`src/rtl/sw_pkg.sv`:
```
// Shared state encoding and BCD digit limits for the stopwatch timing path.
package sw_pkg;
    localparam int BCD_W = 4;
    localparam logic [BCD_W-1:0] SEC_TENS_MAX = 4'd5;
    localparam logic [BCD_W-1:0] DIGIT_MAX    = 4'd9;

    typedef enum logic [1:0] {
        STOPPED  = 2'd0,
        RUNNING  = 2'd1,
        LAP_RUN  = 2'd2,
        LAP_STOP = 2'd3
    } swState_t;
endpackage

```
`src/rtl/bcd_time_counter.sv`:
```
// Four-digit SS.hh BCD counter (00.00-59.99). It advances on the edge where inc is high.
// wrap is a combinational pulse that is high during the increment from 59.99 to 00.00.
module bcd_time_counter
    import sw_pkg::*;
(
    input  logic        clk5,
    input  logic        reset,
    input  logic        inc,
    input  logic        clr,
    output logic [15:0] timeBcd,
    output logic        wrap
);
    logic [BCD_W-1:0] s10, s1, h10, h1;
    logic h1Max, h10Max, s1Max, s10Max;

    assign h1Max  = (h1  == DIGIT_MAX);
    assign h10Max = (h10 == DIGIT_MAX);
    assign s1Max  = (s1  == DIGIT_MAX);
    assign s10Max = (s10 == SEC_TENS_MAX);

    assign wrap    = inc && h1Max && h10Max && s1Max && s10Max;
    assign timeBcd = {s10, s1, h10, h1};

    // A digit moves only when every lower digit is at its maximum, so no non-BCD value can appear.
    always_ff @(posedge clk5) begin
        if (reset || clr) begin
            s10 <= '0;
            s1  <= '0;
            h10 <= '0;
            h1  <= '0;
        end else if (inc) begin
            h1 <= h1Max ? '0 : h1 + 1'b1;
            if (h1Max) begin
                h10 <= h10Max ? '0 : h10 + 1'b1;
                if (h10Max) begin
                    s1 <= s1Max ? '0 : s1 + 1'b1;
                    if (s1Max) begin
                        s10 <= s10Max ? '0 : s10 + 1'b1;
                    end
                end
            end
        end
    end
endmodule

```
`src/rtl/stopwatch_lap_ctrl.sv`:
```
// Stopwatch controller: run/stop/lap FSM, 10 ms tick prescaler, BCD time counter, display mux.
// The tick is registered. The count is visible one cycle after the tick. The display mux adds no latency.
module stopwatch_lap_ctrl
    import sw_pkg::*;
#(
    parameter int CLK_DIV = 50
) (
    input  logic        clk5,
    input  logic        reset,
    input  logic        start_pb,
    input  logic        stop_pb,
    input  logic        lap_pb,
    input  logic        clear_pb,
    output logic        run,
    output logic        tick,
    output logic [15:0] time_bcd,
    output logic [15:0] disp_bcd,
    output logic        lap_active,
    output logic        ovf
);
    localparam int PW = (CLK_DIV > 1) ? $clog2(CLK_DIV) : 1;
    localparam logic [PW-1:0] PRESC_LAST = PW'(CLK_DIV - 1);

    swState_t      state;
    logic [PW-1:0] presc;
    logic [15:0]   lapReg;
    logic          clearNow;
    logic          wrap;

    // A clear has the lowest priority. It applies only when no start or lap pulse acts in the same cycle.
    assign clearNow = clear_pb && !start_pb &&
                      ((state == STOPPED) || ((state == LAP_STOP) && !lap_pb));

    assign run        = (state == RUNNING) || (state == LAP_RUN);
    assign lap_active = (state == LAP_RUN) || (state == LAP_STOP);
    assign disp_bcd   = lap_active ? lapReg : time_bcd;

    always_ff @(posedge clk5) begin
        if (reset) begin
            state  <= STOPPED;
            lapReg <= '0;
        end else begin
            unique case (state)
                STOPPED: begin
                    if (start_pb) state <= RUNNING;
                end
                RUNNING: begin
                    if (stop_pb) begin
                        state <= STOPPED;
                    end else if (lap_pb) begin
                        state  <= LAP_RUN;
                        lapReg <= time_bcd;
                    end
                end
                LAP_RUN: begin
                    if (stop_pb)     state <= LAP_STOP;
                    else if (lap_pb) state <= RUNNING;
                end
                LAP_STOP: begin
                    if (lap_pb) begin
                        state <= STOPPED;
                    end else if (start_pb) begin
                        state <= LAP_RUN;
                    end else if (clearNow) begin
                        state  <= STOPPED;
                        lapReg <= '0;
                    end
                end
            endcase
        end
    end

    // The prescaler holds while the watch is halted, so a partial tick period survives a stop/start.
    always_ff @(posedge clk5) begin
        if (reset || clearNow) begin
            presc <= '0;
            tick  <= 1'b0;
        end else if (run) begin
            if (presc == PRESC_LAST) begin
                presc <= '0;
                tick  <= 1'b1;
            end else begin
                presc <= presc + 1'b1;
                tick  <= 1'b0;
            end
        end else begin
            tick <= 1'b0;
        end
    end

    always_ff @(posedge clk5) begin
        if (reset || clearNow) ovf <= 1'b0;
        else if (wrap)         ovf <= 1'b1;
    end

    bcd_time_counter u_counter (
        .clk5    (clk5),
        .reset   (reset),
        .inc     (tick),
        .clr     (clearNow),
        .timeBcd (time_bcd),
        .wrap    (wrap)
    );
endmodule

```
`config.mk`:
```
export PLATFORM = sky130hd
export DESIGN_NAME = stopwatch_lap_ctrl
export DESIGN_NICKNAME = d
export VERILOG_FILES = /design/src/rtl/sw_pkg.sv /design/src/rtl/bcd_time_counter.sv /design/src/rtl/stopwatch_lap_ctrl.sv
export SDC_FILE = /design/constraint.sdc
export NUM_CORES = 1
export LEC_CHECK = 0
export CAP_MARGIN = 20
export CORE_MARGIN = 1.5
export CORE_UTILIZATION = 35
export DETAILED_ROUTE_END_ITERATION = 10
export GPL_TIMING_DRIVEN = 0
export PLACE_DENSITY = 0.62
export SYNTH_ARGS = -nofsm -noshare
export SYNTH_HDL_FRONTEND = slang
export SYNTH_SLANG_ARGS = --single-unit
export TNS_END_PERCENT = 20
```
`constraint.sdc`:
```
create_clock -name clk5 -period 2.8 [get_ports clk5]
set_input_delay 0.56 -clock clk5 [delete_from_list [all_inputs] [get_ports clk5]]
set_output_delay 0.56 -clock clk5 [all_outputs]
set_load 0.02 [all_outputs]
```
=== Yosys cells after proc, flatten, opt, wreduce, memory -nomap -nowiden ===
Index checks and enable logic that the tools add are counted.

* Memory bits (read-only): 0
* Bits in latches: 0
* Register bits: 42
* Output and inout bits: 36
* Memory bits (writable): 0
* Input port bits: 6
* Memories kept: 0

* Bitwise operators: 1
* $add $sub $neg: 5
* Div/mod/pow operators: 0
* Multiply operators: 0
* Shifts and indexed selects: 0
* Equal/unequal tests: 17
* Muxes and demuxes: 22
* Magnitude comparators: 0
* Reduce and logical (&&, ||, !) cells: 21

{| class="wikitable"
|+ Operators with widths
! cell !! number
|-
| $mux W16 || 6
|-
| $pmux W16 S2 || 1
|-
| $add A4 B1 Y4 const B || 4
|-
| $mux W2 || 8
|-
| $mux W4 || 4
|-
| $eq A4 B4 Y1 const B || 3
|-
| $ne A2 B2 Y1 const B || 5
|-
| $pmux W2 S4 || 1
|-
| $reduce_and A4 Y1 || 2
|-
| $logic_and A1 B1 Y1 || 7
|-
| $add A6 B1 Y6 const B || 1
|-
| $eq A6 B6 Y1 const B || 1
|-
| $mux W6 || 1
|-
| $ne A3 B3 Y1 const B || 2
|-
| $reduce_and A6 Y1 || 1
|-
| $eq A2 B2 Y1 const B || 2
|-
| $eq A4 B3 Y1 const B || 1
|-
| $logic_or A1 B1 Y1 || 4
|-
| $ne A4 B3 Y1 const B || 1
|-
| $reduce_and A3 Y1 || 1
|-
| $eq A2 B1 Y1 const B || 1
|-
| $logic_not A1 Y1 || 2
|-
| $logic_not A2 Y1 || 1
|-
| $ne A2 B1 Y1 const B || 1
|-
| other kinds (5) || 5
|}

=== Logic depth before layout (Yosys ltp) ===
* Depth in word-level cells: 8
* Gate-level depth with buffers: 8
* Gate-level depth less buffers: 6

=== By module ===
A second synthesis with hierarchy kept.

* Cell total of the unflattened synthesis: 214
* Area, all modules: 2112.0 µm²

{| class="wikitable"
|+ Modules (own cells, without submodules)
! module !! instances !! cells each !! area an instance (µm²)
|-
| stopwatch_lap_ctrl || 1 || 120 || 1303.8
|-
| bcd_time_counter || 1 || 94 || 808.3
|}

=== Worst setup path after synthesis ===
No wires, ideal clock.

* Kind: register to output
* Start point: register state[0]
* End point: output disp_bcd[10]
* Stages on the path, launching flop included: 7
* Arrival time: 1.628 ns
* Setup slack: 0.612 ns
* Data required time: 2.240 ns
* Path through: dfxtp_1 inv_1 ha_1 nor2_1 inv_1 clkbuf_1 o21ai_0

* Cells in the longest elaborated chain, start to end: 3
* Elaborated cells between the ends (all ways): 4

{| class="wikitable"
|+ Ends and longest elaborated chain
! what !! RTL line !! text
|-
| from (decl) || stopwatch_lap_ctrl.sv:24 || <nowiki>swState_t state;</nowiki>
|-
| from (signal assigned) || stopwatch_lap_ctrl.sv:40 || <nowiki>state <= STOPPED;</nowiki>
|-
| from (signal assigned) || stopwatch_lap_ctrl.sv:45 || <nowiki>if (start_pb) state <= RUNNING;</nowiki>
|-
| from (signal assigned) || stopwatch_lap_ctrl.sv:49 || <nowiki>state <= STOPPED;</nowiki>
|-
| $eq A2 B2 Y1 || stopwatch_lap_ctrl.sv:35 || <nowiki>assign lap_active = (state == LAP_RUN) || (state == LAP_STOP);</nowiki>
|-
| $logic_or A1 B1 Y1 (*) || stopwatch_lap_ctrl.sv:35 ||
|-
| via lap_active || stopwatch_lap_ctrl.sv:18 || <nowiki>output logic lap_active,</nowiki>
|-
| $mux W16 (*) || stopwatch_lap_ctrl.sv:36 || <nowiki>assign disp_bcd = lap_active ? lapReg : time_bcd;</nowiki>
|-
| to (decl) || stopwatch_lap_ctrl.sv:17 || <nowiki>output logic [15:0] disp_bcd,</nowiki>
|}

Mark *: on every way through the listed nets, which the timed path passes. The rest lies on a longest branch.

=== Final worst setup path ===
* Start point: register state[0]
* End point: output disp_bcd[11]

* Cells in the longest elaborated chain, start to end: 3
* Elaborated cells between the ends (all ways): 4

{| class="wikitable"
|+ Ends and longest elaborated chain
! what !! RTL line
|-
| $eq A2 B2 Y1 || stopwatch_lap_ctrl.sv:35
|-
| $logic_or A1 B1 Y1 (*) || stopwatch_lap_ctrl.sv:35
|-
| $mux W16 (*) || stopwatch_lap_ctrl.sv:36
|}

Every way passes the cells marked *; elsewhere a longest branch is shown, timed or not.

==> metrics.cfg <==
[status]
status = finished clean

[synth]
avgSynthCellArea_sq_um = 8.80
synth_seq_cells = 42
synth_cell_types = 45
ys.flop_type = dfxtp_1
ys_seq_area_share_pct = 40.5
netlist_instances = 236
syn-num-nets = 249
syn_area_sq_mm = 0.00208
yosysWarnings = 0
synth_area_leader_cell = dfxtp_1
synth.top_cell.area_share_pct = 40.5
synthArstFlopShare_pct = 0
synthTopCellsByArea = dfxtp_1, nor2_1, a22oi_1
synth_edf_count = 0

[timing]
grt_setup_unrepaired = no
relSlewSlack_pct = 64.0
fin_crit_sh_pct = 93.4
clock.fmax_ghz = 0.382
final-max-slew-violation-count = 0
skew_ns = 0.0169
worstMarginPinSlew_ns = 0.540
hold_slack_ns = 0.466
setup_tns_ns = 0
setup_viol = 0
period_needed_ns = 2.62
final_hold_viol_count = 0

[cts]
cts_tree = yes
insertion_delay_ns = 0.30
cts_buffers = 5
htreeDepth = 2
clkSinkCount = 42
clockBufferDepth = 2
cts_root_buf = clkbuf_8
postCtsSetupBuffers = 0
clk_pin_slew_ns = 0.08
holdBufCountCts = 0

[route]
vias_per_cell = 5.06
routed_wl_um = 4710
ant_nets = 0
drt-initial-drc-count = 74
firstDrtPassIters = 4
drc = 0
vias = 1800
wl_per_cell_um = 13.2

[placement]
io_buffers = 41
place_area_sq_mm = 0.00258
gp_congestion = 0.901
dp_hpwl_um = 3460
dp.cells = 349

[hold_path]
min_path_type = reg -> reg
whs_path_depth = 2
holdPathEnd = ovf$_SDFFE_PP0P_
hold_start = ovf$_SDFFE_PP0P_

[setup_path]
r2r_setup_slack_ns = 0.72
r2r-end = u_counter.s10[1]$_SDFFE_PP0P_
cp_data_required_time_ns = 2.24
cp.arrival_ns = 2.06
critPathKind = reg -> out
start_kind = flop
r2r-start = state[0]$_SDFFE_PP0P_
end_kind = output port
worst-r2r-cell-count = 6
path_max_fanout = 10

[die]
initial_core_util_pct = 37.0
pin_count = 42
rows = 27
core_area_sq_mm = 0.00561
fp.dieArea_sq_mm = 0.00640
die_h_um = 80.0
die_x_um = 80.0

[pwr]
ir_drop_mv = 0.245
p_per_area_mw_per_mm2 = 418
leakagePower_nw = 1.02

[layout]
diodes = 0
syn2layout_area_growth_pct = 27.4
layout-drive-gt1-share_pct = 10.6
postLayoutCellArea_sq_mm = 0.00264
fin_util_pct = 47.1
layout.nets = 296
final_cells = 356

[grt]
grt_antenna_before_repair = 0
grt_usage_pct = 16.1
grt_pass1_vias = 1687
grt.overflow.total = 0
grt_max_degree = 15
grt_pass1_wl_um = 8070

[flow_run]
drv_cap = 0

[per-layer routing]
layer,share of wire (%),up-vias,global-route usage [%]
li1,-,930,-
met1,49,827,20.9
met2,46,36,26.5
met3,4.2,7,3.66
met4,1.2,0,4.66
met5,0,-,0
[kinds of logic (layout without fill, tap and decap cells)]
family,Yosys count,count (layout),share of synthesized area (%)
adder cells (fa/ha/maj),7,7,4.22
multiplexers,11,11,5.91
buffers and inverters,25,73,5.43
AND/OR/NAND/NOR,88,88,22.7
flip-flops,42,42,40.5
XOR/XNOR,11,11,4.64
AO/OA/AOI/OAI,52,52,16.6
[flip-flops by register name, indices dropped and copies added, names as in the netlist]
name	flops
u_counter.h10	4
lapReg	16
u_counter.s10	4
ovf	1
u_counter.h1	4
presc	6
tick	1
u_counter.s1	4
state	2
[cell type report]
| cell class | count | area [sq um] |
|---|---|---|
| Sequential cell | 42 | 841 |
| Timing Repair Buffer | 41 | 390 |
| Fill cell | 579 | 2960 |
| Inverter | 13 | 48.8 |
| Clock inverter | 3 | 18.8 |
| Clock buffer | 5 | 68.8 |
| Tap cell | 72 | 90.1 |
| Multi-Input combinational cell | 169 | 1120 |
| Buffer | 11 | 63.8 |
[cell usage after synthesis, drive strengths merged, types with 2 or more instances]
cell type	number
a21oi	11
a22oi	16
and4bb	3
buf	7
clkbuf	5
dfxtp	42
ha	7
inv	13
mux2	10
nand2	17
nand2b	2
nand3	4
nand4	4
nor2	39
nor2b	4
nor3b	3
nor4bb	2
o21ai	12
o31ai	4
or4	3
xnor2	7
xor2	4
[worst max-delay path, cell delays in order (launching register included)]
cell	delay, ns
dfxtp_1	0.39
inv_1	0.10
ha_1	0.25
nor2_1	0.13
buf_4	0.22
mux2_2	0.36
dlygate4sd2_1	0.32
[what timing repair did]
item	4_1_cts	5_1_grt
pin swaps	0	0
hold endpoints to repair	0	0
setup endpoints to repair	16	5
gates resized for setup	18	0
[where the power goes]
| group | leakage (nW) | switching (mW) | internal [mW] |
|---|---|---|---|
| registers | 0.339 | 0.00829 | 0.604 |
| clock network | 0.0483 | 0.216 | 0.176 |
| logic | 0.631 | 0.0630 | 0.0391 |
| total | 1.02 | 0.287 | 0.819 |
[worst max-delay path by stage]
| stage | to | slack, ns | cells past startpoint | from |
|---|---|---|---|---|
| 3_3_place_gp | disp_bcd[12] | -0.09 | 6 | state[0]$_SDFFE_PP0P_ |
| 4_1_cts | lap_active | 0.01 | 6 | state[0]$_SDFFE_PP0P_ |
| 3_5_place_dp | disp_bcd[12] | -0.06 | 6 | state[0]$_SDFFE_PP0P_ |
| 6_report | disp_bcd[11] | 0.18 | 6 | state[0]$_SDFFE_PP0P_ |
| 2_1_floorplan | disp_bcd[10] | 0.61 | 6 | state[0]$_SDFFE_PP0P_ |
| 5_1_grt | disp_bcd[8] | 0.08 | 6 | state[0]$_SDFFE_PP0P_ |
[cell usage in the layout (no fill, tap or decap), types with 2 or more instances in the layout]
| cell | instances |
|---|---|
| a21oi_1 | 11 |
| a22oi_1 | 16 |
| and4bb_2 | 2 |
| buf_2 | 3 |
| buf_6 | 2 |
| clkbuf_1 | 4 |
| clkbuf_8 | 5 |
| clkdlybuf4s50_1 | 25 |
| clkinv_2 | 2 |
| dfxtp_1 | 42 |
| dlygate4sd2_1 | 16 |
| ha_1 | 7 |
| inv_1 | 13 |
| mux2_2 | 10 |
| nand2_1 | 17 |
| nand2b_1 | 2 |
| nand3_1 | 3 |
| nand4_1 | 3 |
| nor2_1 | 39 |
| nor2b_1 | 4 |
| nor3b_1 | 3 |
| nor4bb_1 | 2 |
| o21ai_0 | 9 |
| o21ai_1 | 3 |
| o31ai_1 | 4 |
| or4_1 | 3 |
| xnor2_1 | 7 |
| xor2_1 | 4 |
[metrics by stage]
stage | setup slack, ns | total power [mW]
3_5_place_dp | -0.0646 | 0.729
6_report | 0.184 | 1.11
4_1_cts | 0.0140 | 1.12
5_1_grt | 0.0802 | 1.16
3_3_place_gp | -0.0893 | 0.729
2_1_floorplan | 0.612 | 0.695
Power figures use the tool's default switching activity.
